[config.mk]
export PLATFORM = sky130hd
export DESIGN_NAME = scarv_soc_bram_bus_adapter_flat
export DESIGN_NICKNAME = d
export VERILOG_FILES = /design/src/rtl/scarv_soc_bram_bus_adapter_if.sv /design/src/rtl/scarv_soc_bram_bus_adapter.sv /design/src/flat_wrapper.sv
export SDC_FILE = /design/constraint.sdc
export NUM_CORES = 1
export LEC_CHECK = 0
export ABC_AREA = 1
export CAP_MARGIN = 5
export CORE_ASPECT_RATIO = 2
export CORE_MARGIN = 3
export CORE_UTILIZATION = 40
export DETAILED_ROUTE_END_ITERATION = 7
export HOLD_SLACK_MARGIN = 0.15
export PLACE_DENSITY = 0.87
export SLEW_MARGIN = 0
export SYNTH_ARGS = -nofsm -noshare
export SYNTH_HDL_FRONTEND = slang
export SYNTH_SLANG_ARGS = --single-unit
[constraint.sdc]
create_clock -name clka -period 3.43 [get_ports clka]
set_input_delay 0.5145 -clock clka [delete_from_list [all_inputs] [get_ports clka]]
set_output_delay 0.5145 -clock clka [all_outputs]
set_load 0.005 [all_outputs]
[src/rtl/scarv_soc_bram_bus_adapter_if.sv]
// rtl/scarv_soc_bram_bus_adapter_if.sv - SoC memory-bus requester port (req/gnt request, recv/ack response)
interface scarv_soc_bram_bus_adapter_if;
    logic        mem_req;
    logic        mem_gnt;
    logic        mem_wen;
    logic [3:0]  mem_strb;
    logic [31:0] mem_addr;
    logic [31:0] mem_wdata;
    logic        mem_recv;
    logic        mem_ack;
    logic        mem_error;
    logic [31:0] mem_rdata;

    modport master (
        output mem_req, mem_wen, mem_strb, mem_addr, mem_wdata, mem_ack,
        input  mem_gnt, mem_recv, mem_error, mem_rdata
    );

    modport slave (
        input  mem_req, mem_wen, mem_strb, mem_addr, mem_wdata, mem_ack,
        output mem_gnt, mem_recv, mem_error, mem_rdata
    );
endinterface

[src/rtl/scarv_soc_bram_bus_adapter.sv]
// rtl/scarv_soc_bram_bus_adapter.sv - bridges one SoC memory-bus port onto a 1-cycle-latency BRAM port
module scarv_soc_bram_bus_adapter #(
    parameter  int DEPTH    = 1024,
    parameter  int WRITE_EN = 1,
    localparam int LW       = $clog2(DEPTH)
) (
    input  logic                              clka,
    input  logic                              rsta,
    scarv_soc_bram_bus_adapter_if.slave       mem,
    output logic                              bram_en,
    output logic [3:0]                        bram_we,
    output logic [LW-1:0]                     bram_addr,
    output logic [31:0]                       bram_din,
    input  logic [31:0]                       bram_dout
);

    localparam logic WR_OK = (WRITE_EN != 0);

    typedef enum logic [1:0] {
        ST_IDLE = 2'd0,
        ST_RESP = 2'd1,
        ST_HOLD = 2'd2
    } state_t;

    state_t      state_q, state_d;
    logic        error_q, error_d;
    logic        rd_q,    rd_d;
    logic [31:0] hold_q,  hold_d;

    logic        addr_hi_bad;
    logic        gnt;
    logic        accept;
    logic        bad;

    generate
        if (LW < 32) begin : g_hi
            assign addr_hi_bad = |mem.mem_addr[31:LW];
        end else begin : g_nohi
            assign addr_hi_bad = 1'b0;
        end
    endgenerate

    always_ff @(posedge clka or posedge rsta) begin
        if (rsta) begin
            state_q <= ST_IDLE;
            error_q <= 1'b0;
            rd_q    <= 1'b0;
            hold_q  <= 32'h0;
        end else begin
            state_q <= state_d;
            error_q <= error_d;
            rd_q    <= rd_d;
            hold_q  <= hold_d;
        end
    end

    always_comb begin
        gnt       = !rsta && ((state_q == ST_IDLE) || mem.mem_ack);
        accept    = mem.mem_req && gnt;
        bad       = addr_hi_bad || (|mem.mem_addr[1:0]) || (mem.mem_wen && !WR_OK);

        bram_en   = accept && !bad;
        bram_we   = (bram_en && mem.mem_wen && WR_OK) ? mem.mem_strb : 4'h0;
        bram_addr = mem.mem_addr[LW-1:0];
        bram_din  = mem.mem_wdata;

        state_d   = state_q;
        error_d   = error_q;
        rd_d      = rd_q;
        hold_d    = hold_q;

        case (state_q)
            ST_RESP: begin
                if (mem.mem_ack) begin
                    state_d = ST_IDLE;
                    error_d = 1'b0;
                    rd_d    = 1'b0;
                    hold_d  = 32'h0;
                end else begin
                    // BRAM output is only valid now; capture it before it is lost.
                    state_d = ST_HOLD;
                    if (rd_q) begin
                        hold_d = bram_dout;
                    end
                end
            end
            ST_HOLD: begin
                if (mem.mem_ack) begin
                    state_d = ST_IDLE;
                    error_d = 1'b0;
                    rd_d    = 1'b0;
                    hold_d  = 32'h0;
                end
            end
            default: begin
                state_d = ST_IDLE;
            end
        endcase

        if (accept) begin
            state_d = ST_RESP;
            error_d = bad;
            rd_d    = !mem.mem_wen && !bad;
            hold_d  = 32'h0;
        end

        mem.mem_gnt   = gnt;
        mem.mem_recv  = (state_q != ST_IDLE);
        mem.mem_error = (state_q != ST_IDLE) && error_q;
        if (!rd_q) begin
            mem.mem_rdata = 32'h0;
        end else if (state_q == ST_RESP) begin
            mem.mem_rdata = bram_dout;
        end else if (state_q == ST_HOLD) begin
            mem.mem_rdata = hold_q;
        end else begin
            mem.mem_rdata = 32'h0;
        end
    end

endmodule

[src/flat_wrapper.sv]
// flat-port wrapper written by rule: the top's interface ports become plain ports
module scarv_soc_bram_bus_adapter_flat 
#(
    parameter  int DEPTH    = 1024,
    parameter  int WRITE_EN = 1,
    localparam int LW       = $clog2(DEPTH)
)
  (clka, rsta, bram_en, bram_we, bram_addr, bram_din, bram_dout, mem_mem_req, mem_mem_wen, mem_mem_strb, mem_mem_addr, mem_mem_wdata, mem_mem_ack, mem_mem_gnt, mem_mem_recv, mem_mem_error, mem_mem_rdata);
  scarv_soc_bram_bus_adapter_if mem_i ();
  input  logic clka;
  input  logic rsta;
  output logic bram_en;
  output logic [3:0] bram_we;
  output logic [LW-1:0] bram_addr;
  output logic [31:0] bram_din;
  input  logic [31:0] bram_dout;
  input wire logic [$bits(mem_i.mem_req)-1:0] mem_mem_req;
  input wire logic [$bits(mem_i.mem_wen)-1:0] mem_mem_wen;
  input wire logic [$bits(mem_i.mem_strb)-1:0] mem_mem_strb;
  input wire logic [$bits(mem_i.mem_addr)-1:0] mem_mem_addr;
  input wire logic [$bits(mem_i.mem_wdata)-1:0] mem_mem_wdata;
  input wire logic [$bits(mem_i.mem_ack)-1:0] mem_mem_ack;
  output wire logic [$bits(mem_i.mem_gnt)-1:0] mem_mem_gnt;
  output wire logic [$bits(mem_i.mem_recv)-1:0] mem_mem_recv;
  output wire logic [$bits(mem_i.mem_error)-1:0] mem_mem_error;
  output wire logic [$bits(mem_i.mem_rdata)-1:0] mem_mem_rdata;
  assign mem_i.mem_req = mem_mem_req;
  assign mem_i.mem_wen = mem_mem_wen;
  assign mem_i.mem_strb = mem_mem_strb;
  assign mem_i.mem_addr = mem_mem_addr;
  assign mem_i.mem_wdata = mem_mem_wdata;
  assign mem_i.mem_ack = mem_mem_ack;
  assign mem_mem_gnt = mem_i.mem_gnt;
  assign mem_mem_recv = mem_i.mem_recv;
  assign mem_mem_error = mem_i.mem_error;
  assign mem_mem_rdata = mem_i.mem_rdata;
  scarv_soc_bram_bus_adapter #(.DEPTH(DEPTH), .WRITE_EN(WRITE_EN)) u_core (.clka(clka), .rsta(rsta), .mem(mem_i), .bram_en(bram_en), .bram_we(bram_we), .bram_addr(bram_addr), .bram_din(bram_din), .bram_dout(bram_dout));
endmodule
==> run summary, run 1 <==
Total CTS buffers - 5
Area growth syn-to-layout - 32.22%
H-tree depth - 2
Peak VDD IR - 0.2729 mV
Unrepaired setup endpoints after global routing - false
Setup CP Type - input pin to output port
Placed Area - 3721 um2
Grt met2 use - 0.3574
Floorplan die width - 66.50 um
Vias in the first global route - 2984
Final HPWL DP - 6149 um
Clock root cell - clkbuf_16
Rel. slew slack - 0.4120
Final min period - 2.883 ns
CP max FO - 20
Post-route design area - 3871 um2
HP Start - u_core.hold_q[17]
Die height - 127.0 um
Crit-path cells - clkdlybuf4s50_1 -> inv_2 -> a21oi_4 -> nand2_4 -> inv_2 -> nand3_1 -> nor2_1 -> clkdlybuf4s50_1
Number of setup buffers added after CTS - 0
Via-to-Cell Ratio - 5.030
Worst setup EP type - output port
Crit path max-delay family - buffers and inverters
Worst Path Arrival - 2.37 ns
Final Setup Violations - 0
Busiest layer in global routing - met2
IO Pins - 187
# DRC - 0
1st-iter DRT viols - 138
Core Area - 7048 um2
Post-synthesis register bit count - 36
Final WL - 8417 um
GRT met1 Usage - 0.2135
Reg2reg end - u_core.hold_q[31]
Setup Skew - 0.005767 ns
Pin count of the biggest net entering global routing - 37
Period utilisation layout - 0.8405
Max frequency - 346.9 MHz
Final hold violation count - 0
Synthesized area - 2928 um2
Synthesized net count - 566
Static leakage - 1.719 nW
Routed vias - 3013
HP Class - flop to flop
Proportion of layout cells with a drive suffix above 1 - 0.04912
Synth unique cells - 23
Die footprint - 8444 um2
CP max stage cell - clkdlybuf4s50_1
All-Layer GR Usage - 0.2028
FP Rows - 43
R2r setup slk - 0.75 ns
Met3 Use GR - 0.02902
R2R cell count - 10
First-pass GRT wire length - 13520 um
Measured slew at the worst slew-check pin - 0.8786 ns
Initial core utilization - 0.4154
Hold Path Sink - u_core.hold_q[17]
CP Launch Type - input pin
Max cap viols - 0
Gate Count Post-Synth - 458
Post-Syn Area per Cell - 6.393 um2
Final #Nets - 616
Resized cells post-CTS - 0
Hold path depth - 2
Slew Limit Fails - 0
Longest Clk Path Bufs - 2
Sink Count - 36
CTS tree - built
DR WL/cell - 14.05 um
Power per Cell Area - 327.4 nW/um2
Critical Path RT - 2.92 ns
Final Power - 1.267 mW
Critical path buffer and inverter count - 4
TNS Setup - 0 ns
Most common cell after layout, fill and taps aside - nand2_1
Reg2reg start - u_core.state_q[1]
Worst path max stage delay - 0.53 ns
Remaining antenna violation count - 0
N_diodes - 0
Initial antenna violation count - 0
Cts hold-fix bufs - 0
Most frequent cells in the layout - 200 x nand2_1, 106 x clkdlybuf4s50_1, 53 x nor2_1, 36 x dfrtp_1, 33 x nand3b_1
Port bufs - 106
Residual overflow from global routing - 0
Synth warn - 0
Clock Latency Late Sink - 0.27 ns
Routability cong. - 0.7717
Clk slew on worst S/H paths - 0.05 ns
Register area share after synthesis - 0.3077
DR pass1 iterations - 4
Status - finished clean
[area by class of cell]
type,instances,area [um2]
Clock buffer,7,142.6
Timing Repair Buffer,115,1129
Tap cell,90,112.6
Multi-Input combinational cell,336,1526
Clock inverter,1,7.507
Sequential cell,36,900.9
Fill cell,697,3177
Inverter,14,52.55
[state kept, by name (all words and copies together) (netlist names)]
| register | count |
|---|---|
| u_core.state_q | 2 |
| u_core.error_q | 1 |
| u_core.hold_q | 32 |
| u_core.rd_q | 1 |
[cells in the mapped netlist, drive strengths merged]
library cell  instances  area, um2
nand2               202      768.2
clkinv                2      7.510
buf                  60      405.4
nand3                 2      10.01
nand3b               34      267.8
inv                  12      45.04
dfrtp                36      900.9
ha                    3      37.54
a21oi                33      176.4
clkbuf               12      45.04
nor3                  1      5.000
o31ai                 1      7.510
o211ai                2      15.01
nor2                 54      202.7
nand4                 2      12.51
o21ai                 2      21.27
[worst reg2reg max path: stages, from the launching register on]
cell and delay [ns]:
dfrtp_1 0.38, inv_1 0.07, ha_1 0.20, inv_1 0.13
a21oi_4 0.08, nand2_4 0.20, buf_4 0.33, nand3b_4 0.39
nand2_2 0.62, nand2_1 0.12, nand2_1 0.09
[how the worst max path moves through the flow]
stage | from | cells after the start | slack, ns | endpoint
2_1_floorplan | u_core.state_q[0] | 9 | 1.48 | bram_we[0]
3_3_place_gp | mem_mem_ack | 8 | 0.54 | bram_we[3]
3_5_place_dp | mem_mem_ack | 9 | 0.47 | u_core.hold_q[31]
4_1_cts | mem_mem_ack | 8 | 0.49 | bram_we[3]
5_1_grt | u_core.state_q[0] | 9 | 0.37 | bram_we[2]
6_report | mem_mem_ack | 8 | 0.55 | bram_we[3]
[per-layer routing]
metal | vias to the layer above | wire length, um
li1 | 1478 | -
met2 | 113 | 4495
met3 | 52 | 514
met1 | 1370 | 2906
met5 | - | 0
met4 | 0 | 500
[stage by stage]
step                      std cells  setup WS, ns  hold slack [ns]  utilization
after detailed placement        591        0.4683           0.4585       0.5280
after CTS                       599        0.4932           0.4722       0.5493
after floorplan                 458         1.478           0.4422            -
final                           599        0.5470           0.4707       0.5493
after global placement          591        0.5368           0.4539       0.5280
after global routing            599        0.3656           0.4901       0.5493
[power breakdown]
group | switching [mW] | internal [mW] | total (mW) | leakage (nW)
combinational | 0.160 | 0.137 | 0.297 | 1.17
sequential | 0.0325 | 0.484 | 0.517 | 0.478
clock | 0.164 | 0.289 | 0.453 | 0.0701
total | 0.357 | 0.910 | 1.27 | 1.72
[cells by family after synthesis]
family,after synthesis,share of synthesized area
simple gates,295,0.4325
buf+inv,86,0.1718
compound gates,38,0.07521
flops,36,0.3077
fa+ha+maj,3,0.01282
(Power assumes the default switching activity.)
==> run 2: changes to the inputs <==
--- a/config.mk
+++ b/config.mk
@@ -9,10 +9,10 @@
 export CAP_MARGIN = 5
 export CORE_ASPECT_RATIO = 2
 export CORE_MARGIN = 3
-export CORE_UTILIZATION = 40
+export CORE_UTILIZATION = 37
 export DETAILED_ROUTE_END_ITERATION = 7
 export HOLD_SLACK_MARGIN = 0.15
-export PLACE_DENSITY = 0.87
+export PLACE_DENSITY = 0.81
 export SLEW_MARGIN = 0
 export SYNTH_ARGS = -nofsm -noshare
 export SYNTH_HDL_FRONTEND = slang
==> constraint.sdc (replaced) <==
create_clock -name clka -period 2.8 [get_ports clka]
set_input_delay 0.42 -clock clka [delete_from_list [all_inputs] [get_ports clka]]
set_output_delay 0.42 -clock clka [all_outputs]
set_load 0.005 [all_outputs]
==> run 2 against run 1 <==
Net effect:
- largest power group unchanged
- clock power up 27%
- first-iteration DRC count is 0.72% lower
- clock-buffer cell count unchanged
- power increased by 25%
==> run summary, run 2 (synthesized netlist as in run 1, its figures left out) <==
TNS Setup - 0 ns (unchanged)
Floorplan die width - 68.90 um (+3.6%)
H-tree depth - 2 (unchanged)
Peak VDD IR - 0.2815 mV (+3.2%)
Setup CP Type - input pin to output port
Final #Nets - 620 (+0.65%)
Period utilisation layout - 0.9133
Port bufs - 106 (unchanged)
Initial core utilization - 0.3824 (-0.03306)
Residual overflow from global routing - 0 (unchanged)
Final HPWL DP - 6388 um (+3.9%)
DR pass1 iterations - 4 (unchanged)
Resized cells post-CTS - 0 (unchanged)
Die height - 131.8 um (+3.8%)
Most frequent cells in the layout - 200 x nand2_1, 106 x clkdlybuf4s50_1, 53 x nor2_1, 36 x dfrtp_1, 33 x nand3b_1
Static leakage - 1.742 nW (+1.4%)
PnR worst setup slack - 0.2427 ns (-0.3043 ns)
FILL cells - 811 (+16%)
HP Class - flop to flop
Routability cong. - 0.7946 (+3.0%)
Area growth syn-to-layout - 33.50%
Clk slew on worst S/H paths - 0.05 ns (about the same)
R2r setup slk - 0.44 ns (-0.31 ns)
Remaining antenna violation count - 0 (unchanged)
Initial antenna violation count - 0 (unchanged)
Rel. slew slack - 0.5880 (+0.1760)
Pre-CTS setup slack - 0.1746 ns (-0.2937 ns)
CP max FO - 4 (-80%)
Max FFs per register - 32 (unchanged)
Final hold violation count - 0 (unchanged)
Final design utilization - 0.5105 (-0.03880)
Crit-path cells - clkdlybuf4s50_1 -> nor2_1 -> nand2_1 -> nor2_1 -> nand2_1 -> nor2_1 -> nand3_1 -> nor2_1 -> clkdlybuf4s50_1
Die footprint - 9081 um2 (+7.5%)
Unrepaired setup endpoints after global routing - false
Worst path max stage delay - 0.51 ns (-0.02 ns)
Top reg by flops - u_core.hold_q
CP most frequent cell - nor2_1
DR WL/cell - 14.35 um (+2.1%)
CP Launch Type - input pin
FP Rows - 45 (+4.7%)
Max cap viols - 0 (unchanged)
Measured slew at the worst slew-check pin - 0.6158 ns (-0.2628 ns)
Biggest regs - u_core.hold_q (32), u_core.state_q (2)
Status - finished clean
Worst setup EP type - output port
Core Area - 7657 um2 (+8.6%)
Most common cell after layout, fill and taps aside - nand2_1
N_diodes - 0 (unchanged)
Via-to-Cell Ratio - 5.031 (about the same)
All-Layer GR Usage - 0.1940 (-0.008799)
Final Setup Violations - 0 (unchanged)
CTS tree - built
Slew Limit Fails - 0 (unchanged)
CP max stage cell - clkdlybuf4s50_1
Clock root cell - clkbuf_16
Sink Count - 36 (unchanged)
Total CTS buffers - 5 (unchanged)
Pin count of the biggest net entering global routing - 37 (unchanged)
Worst Path Arrival - 2.14 ns (-0.23 ns)
Max frequency - 391.0 MHz
Critical Path RT - 2.38 ns (-0.54 ns)
IO Pins - 187 (unchanged)
1st-iter DRT viols - 137 (-0.72%)
# DRC - 0 (unchanged)
Power per Cell Area - 404.6 nW/um2 (+24%)
Setup Skew - 0.004845 ns (-0.0009216 ns)
Clock Latency Late Sink - 0.27 ns (about the same)
Final WL - 8698 um (+3.3%)
Vias in the first global route - 2956 (-0.94%)
Proportion of layout cells with a drive suffix above 1 - 0.05664 (+0.007525)
First-pass GRT wire length - 13710 um (+1.4%)
Longest Clk Path Bufs - 2 (unchanged)
Routed vias - 3049 (+1.2%)
Final min period - 2.557 ns
-- run 2: path summary, 6_finish.rpt --
kind	endpoint	cells past startpoint	start
worst max-delay path	bram_we[1]	9	mem_mem_addr[1]
worst min-delay path	u_core.hold_q[7]	2	u_core.hold_q[7]
worst max register to register	u_core.hold_q[20]	11	u_core.state_q[1]
worst min register to register	u_core.hold_q[7]	2	u_core.hold_q[7]
max in group asynchronous	u_core.hold_q[18]	3	rsta
min in group asynchronous	u_core.error_q	3	rsta
-- run 2: layout make-up --
| cell class | instances | area, um2 | area share |
|---|---|---|---|
| Inverter | 14 | 52.55 | 0.01344 |
| Tap cell | 94 | 117.6 | 0.03009 |
| Sequential cell | 36 | 900.9 | 0.2305 |
| Timing Repair Buffer | 119 | 1159 | 0.2964 |
| Clock buffer | 7 | 152.6 | 0.03905 |
| Multi-Input combinational cell | 336 | 1526 | 0.3905 |
-- run 2: per-layer routing --
layer	global-route usage	part of all wire	routed length (um)
met4	0.1129	0.054	467
met5	0	0	0
met2	0.3457	0.53	4615
met3	0.02389	0.060	523
met1	0.2048	0.36	3091
-- run 2: through the flow --
stage / hold WS, ns / power, mW / area, um2 / std cells
3_3_place_gp: 0.4536 / 0.9988 / 3749 / 598
6_report: 0.4714 / 1.582 / 3909 / 606
2_1_floorplan: 0.4422 / 0.8904 / 2928 / 458
4_1_cts: 0.4724 / 1.593 / 3901 / 605
5_1_grt: 0.4955 / 1.664 / 3909 / 606
3_5_place_dp: 0.4587 / 1.014 / 3749 / 598
-- run 2: report_power, final --
| group | internal [mW] | switching (mW) | leakage (nW) |
|---|---|---|---|
| clock | 0.373 | 0.203 | 0.0760 |
| combinational | 0.172 | 0.197 | 1.19 |
| sequential | 0.593 | 0.0436 | 0.478 |
-- run 2: critical path: cells and delay by family --
family,cells,cell delay (ns)
buffers and inverters,2,0.93
AND/OR/NAND/NOR,7,0.78
-- run 2: timing repair --
| action | 4_1_cts | 5_1_grt |
|---|---|---|
| hold buffers | 0 | 0 |
| setup endpoints to repair | 0 | 4 |
| setup buffers | 0 | 1 |
==> run 3: changes to the inputs <==
--- a/config.mk
+++ b/config.mk
@@ -13,7 +13,6 @@
 export DETAILED_ROUTE_END_ITERATION = 7
 export HOLD_SLACK_MARGIN = 0.15
 export PLACE_DENSITY = 0.81
-export SLEW_MARGIN = 0
 export SYNTH_ARGS = -nofsm -noshare
 export SYNTH_HDL_FRONTEND = slang
 export SYNTH_SLANG_ARGS = --single-unit
==> results of run 3 <==
Final layout, timing and power as in run 2 (identical DEF).
==> RTL change (flow settings as in run 2) <==
Encoding of `state_t`: now one-hot (3 bits for 3 states).
--- a/src/rtl/scarv_soc_bram_bus_adapter.sv
+++ b/src/rtl/scarv_soc_bram_bus_adapter.sv
@@ -18,6 +18,6 @@
 
-    typedef enum logic [1:0] {
-        ST_IDLE = 2'd0,
-        ST_RESP = 2'd1,
-        ST_HOLD = 2'd2
+    typedef enum logic [2:0] {
+        ST_IDLE = 3'b001,
+        ST_RESP = 3'b010,
+        ST_HOLD = 3'b100
     } state_t;
Behaviour: no difference found for any inputs over 10 cycles, from zero or initial values and one cycle with rsta high; not proved beyond that.
==> RTL change against run 2 <==
  * Synthesized area is 8.4% lower
  * Via count fell by 14%
  * Sequential power decreased by 12%
  * Count of clock-buffer cells in the layout unchanged
  * Setup slack lost 70 ps
  * Power is 14% lower
  * Sequential cell count increased by 1
  * Wire length down 9.3%
  * Cell area fell by 7.3%
  * Highest routed layer unchanged
==> RTL change: results (changes against run 2) <==
\begin{tabular}{lr}
\hline
Metric & Value \\
\hline
\multicolumn{2}{l}{\textbf{Timing}} \\
Period utilisation layout & 93.84\% (+2.5 points) \\
Setup Skew & 4.231 ps (-0.6148 ps) \\
\multicolumn{2}{l}{\textbf{Layout}} \\
Multi-input gate area & 0.001010 mm2 (-34\%) \\
Count of plain and timing-repair buffers in the layout & 114 (-4.2\%) \\
Registers with the most flip-flops & u\_core.hold\_q x32, u\_core.state\_q x3 \\
Fraction of area in clock buffers and inverters & 4.349\% (+0.44 points) \\
Multi-input gates & 176 (-48\%) \\
\multicolumn{2}{l}{\textbf{Place}} \\
Pre-CTS setup slack & 241.3 ps (+66.71 ps) \\
Post-detail-place hpwl & 5738 um (-10\%) \\
Placed Instance Area & 0.003467 mm2 (-7.5\%) \\
Placed cell count & 496 (-17\%) \\
\multicolumn{2}{l}{\textbf{Outcome}} \\
Outcome & complete, no violations \\
\multicolumn{2}{l}{\textbf{Global route}} \\
Met2 capacity usage during global routing & 35.27\% (+0.69 points) \\
Combined global-route utilization of all metal layers & 19.13\% (-0.28 points) \\
Global Route met1 Usage & 19.53\% (-0.95 points) \\
Pin count of the biggest net entering global routing & 38 (+2.7\%) \\
Number of global-route vias before repair & 2745 (-7.1\%) \\
M3 GR Usage & 2.037\% (-0.35 points) \\
\multicolumn{2}{l}{\textbf{Power and ir drop}} \\
Pwr/cell area & 377.1 mW/mm2 (-6.8\%) \\
Comb power & 0.228 mW (-38\%) \\
Leak Pwr & 1.513 nW (-13\%) \\
\multicolumn{2}{l}{\textbf{Worst setup path}} \\
Start of the worst register-to-register path & u\_core.state\_q[0] \\
Arrival time of the worst setup path & 2210 ps (+70 ps) \\
Cell depth of the worst flop-to-flop path & 7 (-4) \\
\multicolumn{2}{l}{\textbf{Drt}} \\
Drt initial violations & 113 (-18\%) \\
Number of iterations in the first detailed-routing pass & 5 (+1) \\
Post-detailed-route via-to-cell ratio & 5.181 (+3.0\%) \\
\multicolumn{2}{l}{\textbf{Synth}} \\
Complex-gate fraction of the synthesized area & 16.79\% (+9.3 points) \\
Most common cell in the netlist & sky130\_fd\_sc\_hd\_\_inv\_1 \\
Proportion of synthesized chip area in sequential cells & 34.56\% (+3.8 points) \\
Post-synthesis adder-cell area fraction & 0\% (-1.3 points) \\
Synth cell count leaders & sky130\_fd\_sc\_hd\_\_inv\_1 (77), sky130\_fd\_sc\_hd\_\_buf\_4 (45), sky130\_fd\_sc\_hd\_\_dfrtp\_1 (36), sky130\_fd\_sc\_hd\_\_nand3\_1 (34) \\
\hline
\end{tabular}
==> RTL change: cell count changes in the layout (fill, tap and decap cells not counted), moves of 10 or more <==
cell and delta:
sky130_fd_sc_hd__o21ai_1 +10, sky130_fd_sc_hd__nor3_1 +31, sky130_fd_sc_hd__inv_1 +67, sky130_fd_sc_hd__nand2_1 -190, sky130_fd_sc_hd__nand3_1 +32, sky130_fd_sc_hd__o21ai_0 +23
sky130_fd_sc_hd__nor2_1 -31, sky130_fd_sc_hd__a21oi_1 -32, sky130_fd_sc_hd__nand3b_1 -32, sky130_fd_sc_hd__o32ai_1 +32
==> RTL change: kinds of logic (layout without fill, tap and decap cells) <==
logic type	after synthesis	count (layout)
buffers and inverters	147	201
and+or+nand+nor	110	110
AOI/OAI and AO/OA	66	66
DFF	37	37
